**config.mk**
```make
export PLATFORM = sky130hd
export DESIGN_NAME = mem_burst_reader_flat
export DESIGN_NICKNAME = d
export VERILOG_FILES = /design/src/rtl/mem_rd_pkg.sv /design/src/rtl/mem_burst_reader_if.sv /design/src/rtl/mem_rd_skid.sv /design/src/rtl/mem_burst_reader.sv /design/src/flat_wrapper.sv
export SDC_FILE = /design/constraint.sdc
export NUM_CORES = 1
export LEC_CHECK = 0
export ABC_AREA = 1
export BUFFER_PORTS_ARGS = -buffer_cell sky130_fd_sc_hd__buf_2
export CORE_UTILIZATION = 38
export DETAILED_ROUTE_END_ITERATION = 8
export PLACE_DENSITY = 0.63
export SKIP_CTS_REPAIR_TIMING = 1
export SYNTH_ARGS = -nofsm -noshare
export SYNTH_HDL_FRONTEND = slang
export SYNTH_SLANG_ARGS = --single-unit
```
**constraint.sdc**
```tcl
create_clock -name clk -period 3.3 [get_ports clk]
set_input_delay 0.33 -clock clk [delete_from_list [all_inputs] [get_ports clk]]
set_output_delay 0.33 -clock clk [all_outputs]
set_load 0.02 [all_outputs]
```
**src/rtl/mem_rd_pkg.sv**
```systemverilog
// Shared types and sizing for the burst read engine.
package mem_rd_pkg;

    typedef enum logic [1:0] {
        IDLE,
        READ,
        DRAIN
    } state_t;

    localparam int SKID_DEPTH = 2;
    localparam int SKID_CNT_W = $clog2(SKID_DEPTH + 1);

endpackage

```
**src/rtl/mem_burst_reader_if.sv**
```systemverilog
// Control, RAM read port and output stream of the burst reader; master = engine side.
interface mem_burst_reader_if #(
    parameter int AW = 8,
    parameter int DW = 32
);
    logic          start;
    logic [AW-1:0] base_addr;
    logic [AW:0]   len;
    logic          busy;
    logic          done;
    logic [AW-1:0] rd_addr;
    logic [DW-1:0] rd_data;
    logic [DW-1:0] out_data;
    logic          out_valid;
    logic          out_ready;

    modport master (
        input  start, base_addr, len, rd_data, out_ready,
        output busy, done, rd_addr, out_data, out_valid
    );

    modport slave (
        output start, base_addr, len, rd_data, out_ready,
        input  busy, done, rd_addr, out_data, out_valid
    );
endinterface

```
**src/rtl/mem_rd_skid.sv**
```systemverilog
// 2-entry registered FIFO; the head register drives the output stream directly.
// Latency: push visible at the head one cycle later when empty.
// Backpressure: head holds while not popped; caller must never push when full.
module mem_rd_skid
    import mem_rd_pkg::*;
#(
    parameter int DW = 32
) (
    input  logic                  clk,
    input  logic                  rst,
    input  logic                  push,
    input  logic [DW-1:0]         push_data,
    input  logic                  pop,
    output logic [SKID_CNT_W-1:0] count,
    output logic [DW-1:0]         head_data,
    output logic                  head_valid
);

    logic [DW-1:0] tail_data;
    logic          tail_valid;

    assign count = SKID_CNT_W'(head_valid) + SKID_CNT_W'(tail_valid);

    always_ff @(posedge clk) begin
        if (rst) begin
            head_data  <= '0;
            head_valid <= 1'b0;
            tail_data  <= '0;
            tail_valid <= 1'b0;
        end else begin
            case ({push, pop})
                2'b10: begin
                    if (!head_valid) begin
                        head_data  <= push_data;
                        head_valid <= 1'b1;
                    end else begin
                        tail_data  <= push_data;
                        tail_valid <= 1'b1;
                    end
                end
                2'b01: begin
                    if (tail_valid) begin
                        head_data  <= tail_data;
                        tail_valid <= 1'b0;
                    end else begin
                        head_valid <= 1'b0;
                    end
                end
                2'b11: begin
                    // pop implies the head is occupied, so the new word slots in behind it
                    if (tail_valid) begin
                        head_data <= tail_data;
                        tail_data <= push_data;
                    end else begin
                        head_data <= push_data;
                    end
                end
                default: ;
            endcase
        end
    end

endmodule

```
**src/rtl/mem_burst_reader.sv**
```systemverilog
// Burst read engine: streams len consecutive RAM words starting at base_addr.
// Latency: start to first out_valid 3 cycles, then one word per cycle.
// Backpressure: read issue stalls in-cycle on skid occupancy; 2-entry skid absorbs the in-flight word.
module mem_burst_reader
    import mem_rd_pkg::*;
#(
    parameter int AW = 8,
    parameter int DW = 32
) (
    input  logic               clk,
    input  logic               rst,
    mem_burst_reader_if.master bus
);

    localparam int OCC_W = SKID_CNT_W + 1;

    state_t                  state;
    logic [AW-1:0]           rd_addr_q;
    logic [AW:0]             remaining;
    logic                    inflight;
    logic                    busy_q;
    logic                    done_q;
    logic [SKID_CNT_W-1:0]   buf_count;
    logic [DW-1:0]           head_data;
    logic                    head_valid;
    logic                    pop;
    logic                    issue;
    logic                    finishing;
    logic [OCC_W-1:0]        occ;

    assign pop = head_valid && bus.out_ready;

    // Occupancy the skid will have next cycle before any new capture; one slot must stay free.
    assign occ   = OCC_W'(buf_count) + OCC_W'(inflight) - OCC_W'(pop);
    assign issue = (state == READ) && (occ <= OCC_W'(SKID_DEPTH - 1));

    assign finishing = (state == DRAIN) && !done_q && !inflight &&
                       ((buf_count == '0) || ((buf_count == SKID_CNT_W'(1)) && pop));

    always_ff @(posedge clk) begin
        if (rst) begin
            state     <= IDLE;
            rd_addr_q <= '0;
            remaining <= '0;
            inflight  <= 1'b0;
            busy_q    <= 1'b0;
            done_q    <= 1'b0;
        end else begin
            inflight <= issue;
            done_q   <= 1'b0;
            case (state)
                IDLE: begin
                    if (bus.start) begin
                        if (bus.len == '0) begin
                            done_q <= 1'b1;
                        end else begin
                            state     <= READ;
                            busy_q    <= 1'b1;
                            rd_addr_q <= bus.base_addr;
                            remaining <= bus.len;
                        end
                    end
                end
                READ: begin
                    // rd_addr already presents the address being issued this cycle
                    if (issue) begin
                        rd_addr_q <= rd_addr_q + AW'(1);
                        remaining <= remaining - (AW+1)'(1);
                        if (remaining == (AW+1)'(1)) begin
                            state <= DRAIN;
                        end
                    end
                end
                DRAIN: begin
                    if (done_q) begin
                        state  <= IDLE;
                        busy_q <= 1'b0;
                    end else if (finishing) begin
                        done_q <= 1'b1;
                    end
                end
                default: state <= IDLE;
            endcase
        end
    end

    mem_rd_skid #(.DW(DW)) u_skid (
        .clk        (clk),
        .rst        (rst),
        .push       (inflight),
        .push_data  (bus.rd_data),
        .pop        (pop),
        .count      (buf_count),
        .head_data  (head_data),
        .head_valid (head_valid)
    );

    assign bus.busy      = busy_q;
    assign bus.done      = done_q;
    assign bus.rd_addr   = rd_addr_q;
    assign bus.out_data  = head_data;
    assign bus.out_valid = head_valid;

endmodule

```
**src/flat_wrapper.sv**
```systemverilog
// flat-port wrapper written by rule: the top's interface ports become plain ports
module mem_burst_reader_flat import mem_rd_pkg::*;
#(
    parameter int AW = 8,
    parameter int DW = 32
)
  (clk, rst, bus_start, bus_base_addr, bus_len, bus_rd_data, bus_out_ready, bus_busy, bus_done, bus_rd_addr, bus_out_data, bus_out_valid);
  mem_burst_reader_if #(.AW(AW), .DW(DW)) bus_i ();
  input  logic clk;
  input  logic rst;
  input wire logic [$bits(bus_i.start)-1:0] bus_start;
  input wire logic [$bits(bus_i.base_addr)-1:0] bus_base_addr;
  input wire logic [$bits(bus_i.len)-1:0] bus_len;
  input wire logic [$bits(bus_i.rd_data)-1:0] bus_rd_data;
  input wire logic [$bits(bus_i.out_ready)-1:0] bus_out_ready;
  output wire logic [$bits(bus_i.busy)-1:0] bus_busy;
  output wire logic [$bits(bus_i.done)-1:0] bus_done;
  output wire logic [$bits(bus_i.rd_addr)-1:0] bus_rd_addr;
  output wire logic [$bits(bus_i.out_data)-1:0] bus_out_data;
  output wire logic [$bits(bus_i.out_valid)-1:0] bus_out_valid;
  assign bus_i.start = bus_start;
  assign bus_i.base_addr = bus_base_addr;
  assign bus_i.len = bus_len;
  assign bus_i.rd_data = bus_rd_data;
  assign bus_i.out_ready = bus_out_ready;
  assign bus_busy = bus_i.busy;
  assign bus_done = bus_i.done;
  assign bus_rd_addr = bus_i.rd_addr;
  assign bus_out_data = bus_i.out_data;
  assign bus_out_valid = bus_i.out_valid;
  mem_burst_reader #(.AW(AW), .DW(DW)) u_core (.clk(clk), .rst(rst), .bus(bus_i));
endmodule
```
==> flow_metrics.py <==
metrics = {
    "run_status": {
        "status": "completed",
    },
    "synth": {
        "synth_compound_area_frac": 0.213,
        "ys_seq_area_frac": 0.414,
        "synth-seq-cells": 88,
        "async_reset_ff_frac": 0,
        "synth_top_family_by_area": "simple AND/OR/NAND/NOR gates",
        "synthXorXnorAreaFrac": 0.00206,
        "ys_types": 29,
        "synth_ff_type": "dfxtp_1",
        "avgSynthCellArea_sq_um": 7.04,
        "synth_cells": 605,
        "synth_edf_count": 0,
        "ys_warn_count": 0,
        "syn_nets": 667,
        "netlist_area_sq_mm": 0.00426,
        "synth_fa_ha_area_frac": 0.0282,
        "synthMuxAreaShare": 0,
        "synthSimpleGateAreaFrac": 0.240,
    },
    "global_routing": {
        "grtUsageTotal": 0.174,
        "grt_pass1_vias": 3525,
        "grt_pass1_wl_um": 16000,
        "antenna_found_initial": 0,
        "grt_max_degree": 78,
        "grt_overflow": 0,
    },
    "setup_path": {
        "crit_slowest_cell": "fa_1",
        "critical_path.max_fanout": 18,
        "worstReg2RegEnd": "u_core.bus.rd_addr[2]",
        "crit_chain": "inv_1 -> ha_1 -> ha_1 -> fa_1 -> inv_1 -> nand2_1 -> nor2_1 -> nand2_1 -> o21ai_0 -> nand2_2 -> o21ai_0 -> nor2_1",
        "crit_buf_inv": 2,
        "start_kind": "flop",
        "regToRegSetupSlack_ps": 630,
        "critPathMaxStageDelay_ps": 430,
        "crit_family": "adder cells",
        "worstPathArrival_ps": 2920,
        "worstSetupPathType": "reg2reg",
        "cp.required_ps": 3550,
        "ff2ff_path_depth": 12,
        "end_kind": "flop",
        "timing.rr.start": "u_core.inflight",
    },
    "sta": {
        "rsz0062_at_grt": "false",
        "worst_hold_slack_ps": 268,
        "fin_crit_sh": 0.808,
        "fin_ws_ps": 635,
        "setup_viol": 0,
        "layout_min_cycle_time_ps": 2670,
        "finClkSkew_ps": 13.6,
        "hold_viol_final": 0,
        "drv_slew": 0,
        "relSlewSlack": 0.251,
        "worstMarginPinSlew_ps": 1120,
        "final.setup.tns_ps": 0,
        "fmax_mhz": 375,
    },
    "floorplan": {
        "die_area_sq_mm": 0.0116,
        "num_rows": 38,
        "initial_core_util": 0.391,
        "die_w_um": 108,
        "io_pins": 96,
        "fp.dieH_um": 108,
        "core_area_sq_mm": 0.0109,
    },
    "final_layout": {
        "layout_commonest_cell": "nor2_1",
        "fin_nets": 743,
        "fin_util": 0.451,
        "area_growth_pct": 15.4,
        "diodes": 0,
        "layout-drive-gt1-share": 0.201,
        "layout_common_cells": "nor2_1, nand2_1, buf_2",
    },
    "clock_network": {
        "cts_buffers": 9,
        "root_buffer": "clkbuf_8",
        "clk_latency_ps": 350,
        "cts_sinks": 88,
        "cts_htree_levels": 3,
        "cts_tree": "yes",
        "clockBufferDepth": 2,
        "clkSlewWorstSetupHoldPaths_ps": 90,
    },
    "min_path": {
        "min_to": "u_core.u_skid.tail_data[21]",
        "min_from": "bus_rd_data[21]",
        "hold_class": "in2reg",
        "min_path_cells": 3,
    },
    "routing": {
        "drc": 0,
        "antenna_left": 0,
        "via_per_inst": 4.84,
        "drt-initial-drc-count": 220,
        "wirelength_um": 9880,
        "avgRoutedWirePerCell_um": 12.0,
        "vias": 3996,
        "first_pass_iters": 4,
    },
    "placed_design": {
        "place.gp.congestion": 0.859,
        "dpl.hpwl_um": 6700,
        "place_ws_ps": 646,
        "portBuffers": 95,
    },
    "power": {
        "p_total_uw": 2850,
        "max-vdd-ir-drop_uv": 207,
        "cellLeakagePower_uw": 0.00222,
        "p_per_area_mw_per_mm2": 580,
    },
    "job": {
        "maxCapViolations": 0,
    },
}
## synth_stat cells, types with 8 or more instances
master / instances / area [sq um]
nand2_1: 99 / 372
ha_1: 8 / 100
o21ai_0: 66 / 330
buf_2: 8 / 40.0
nand3_1: 14 / 70.1
inv_1: 57 / 214
a21oi_1: 43 / 215
o21ai_1: 58 / 290
buf_6: 9 / 101
dfxtp_1: 88 / 1760
nor2_2: 12 / 75.1
clkbuf_1: 12 / 45.0
nor2_1: 101 / 379
## layout make-up
| class | count | area (sq um) |
|---|---|---|
| Clock buffer | 12 | 145 |
| Clock inverter | 4 | 52.6 |
| Fill cell | 1112 | 5980 |
| Inverter | 60 | 230 |
| Multi-Input combinational cell | 425 | 2060 |
| Sequential cell | 88 | 1760 |
| Tap cell | 140 | 175 |
| Timing Repair Buffer | 97 | 490 |
## worst register-to-register path: stages (launching register included)
cell,delay (ps)
dfxtp_1,410
inv_1,160
ha_1,370
ha_1,210
fa_1,430
inv_1,60
nand2_1,50
nor2_1,110
nand2_1,110
o21ai_0,110
nand2_2,260
o21ai_0,230
nor2_1,70
## worst max path at each step
stage | start | endpoint | slack (ps) | cells past startpoint
after floorplan | u_core.u_skid.head_valid | u_core.remaining[6] | 770 | 13
after global placement | u_core.u_skid.head_valid | u_core.bus.rd_addr[2] | 710 | 12
after detailed placement | u_core.inflight | u_core.bus.rd_addr[2] | 650 | 12
after CTS | u_core.inflight | u_core.bus.rd_addr[6] | 620 | 12
after global routing | u_core.inflight | u_core.bus.rd_addr[2] | 360 | 12
final | u_core.inflight | u_core.bus.rd_addr[2] | 630 | 12
## through the flow
step	cell area, sq um	std cells
global placement	4710	810
CTS	4910	826
global route	4910	826
finish	4910	826
floorplan	4260	605
detailed placement	4710	810
## logic make-up after synthesis
family                     Yosys count
xor gates and xnor gates             1
DFF                                 88
buffers and inverters               92
adders and majority gates            9
and+or+nand+nor                    241
AOI/OAI and AO/OA                  174
## power breakdown
part	switching, uW	internal [uW]	total, uW
combinational	530	271	801
sequential	88.1	1210	1300
clock	375	375	750
## layer usage
layer / share of wire / wire (um) / vias up / GRT usage
li1: - / - / 2104 / -
met1: 0.47 / 4620 / 1781 / 0.213
met2: 0.47 / 4670 / 103 / 0.300
met3: 0.054 / 529 / 8 / 0.0285
met4: 0.0064 / 63 / 0 / 0.0753
met5: 0 / 0 / - / 0
## state kept, by name (all words and copies together), names as in the netlist
signal,flops
u_core.u_skid.tail_data,32
u_core.u_skid.tail_valid,1
u_core.u_skid.head_data,32
u_core.u_skid.head_valid,1
u_core.remaining,9
u_core.bus.done,1
u_core.inflight,1
u_core.bus.rd_addr,8
u_core.state,2
u_core.bus.busy,1
(Power assumes the default switching activity.)
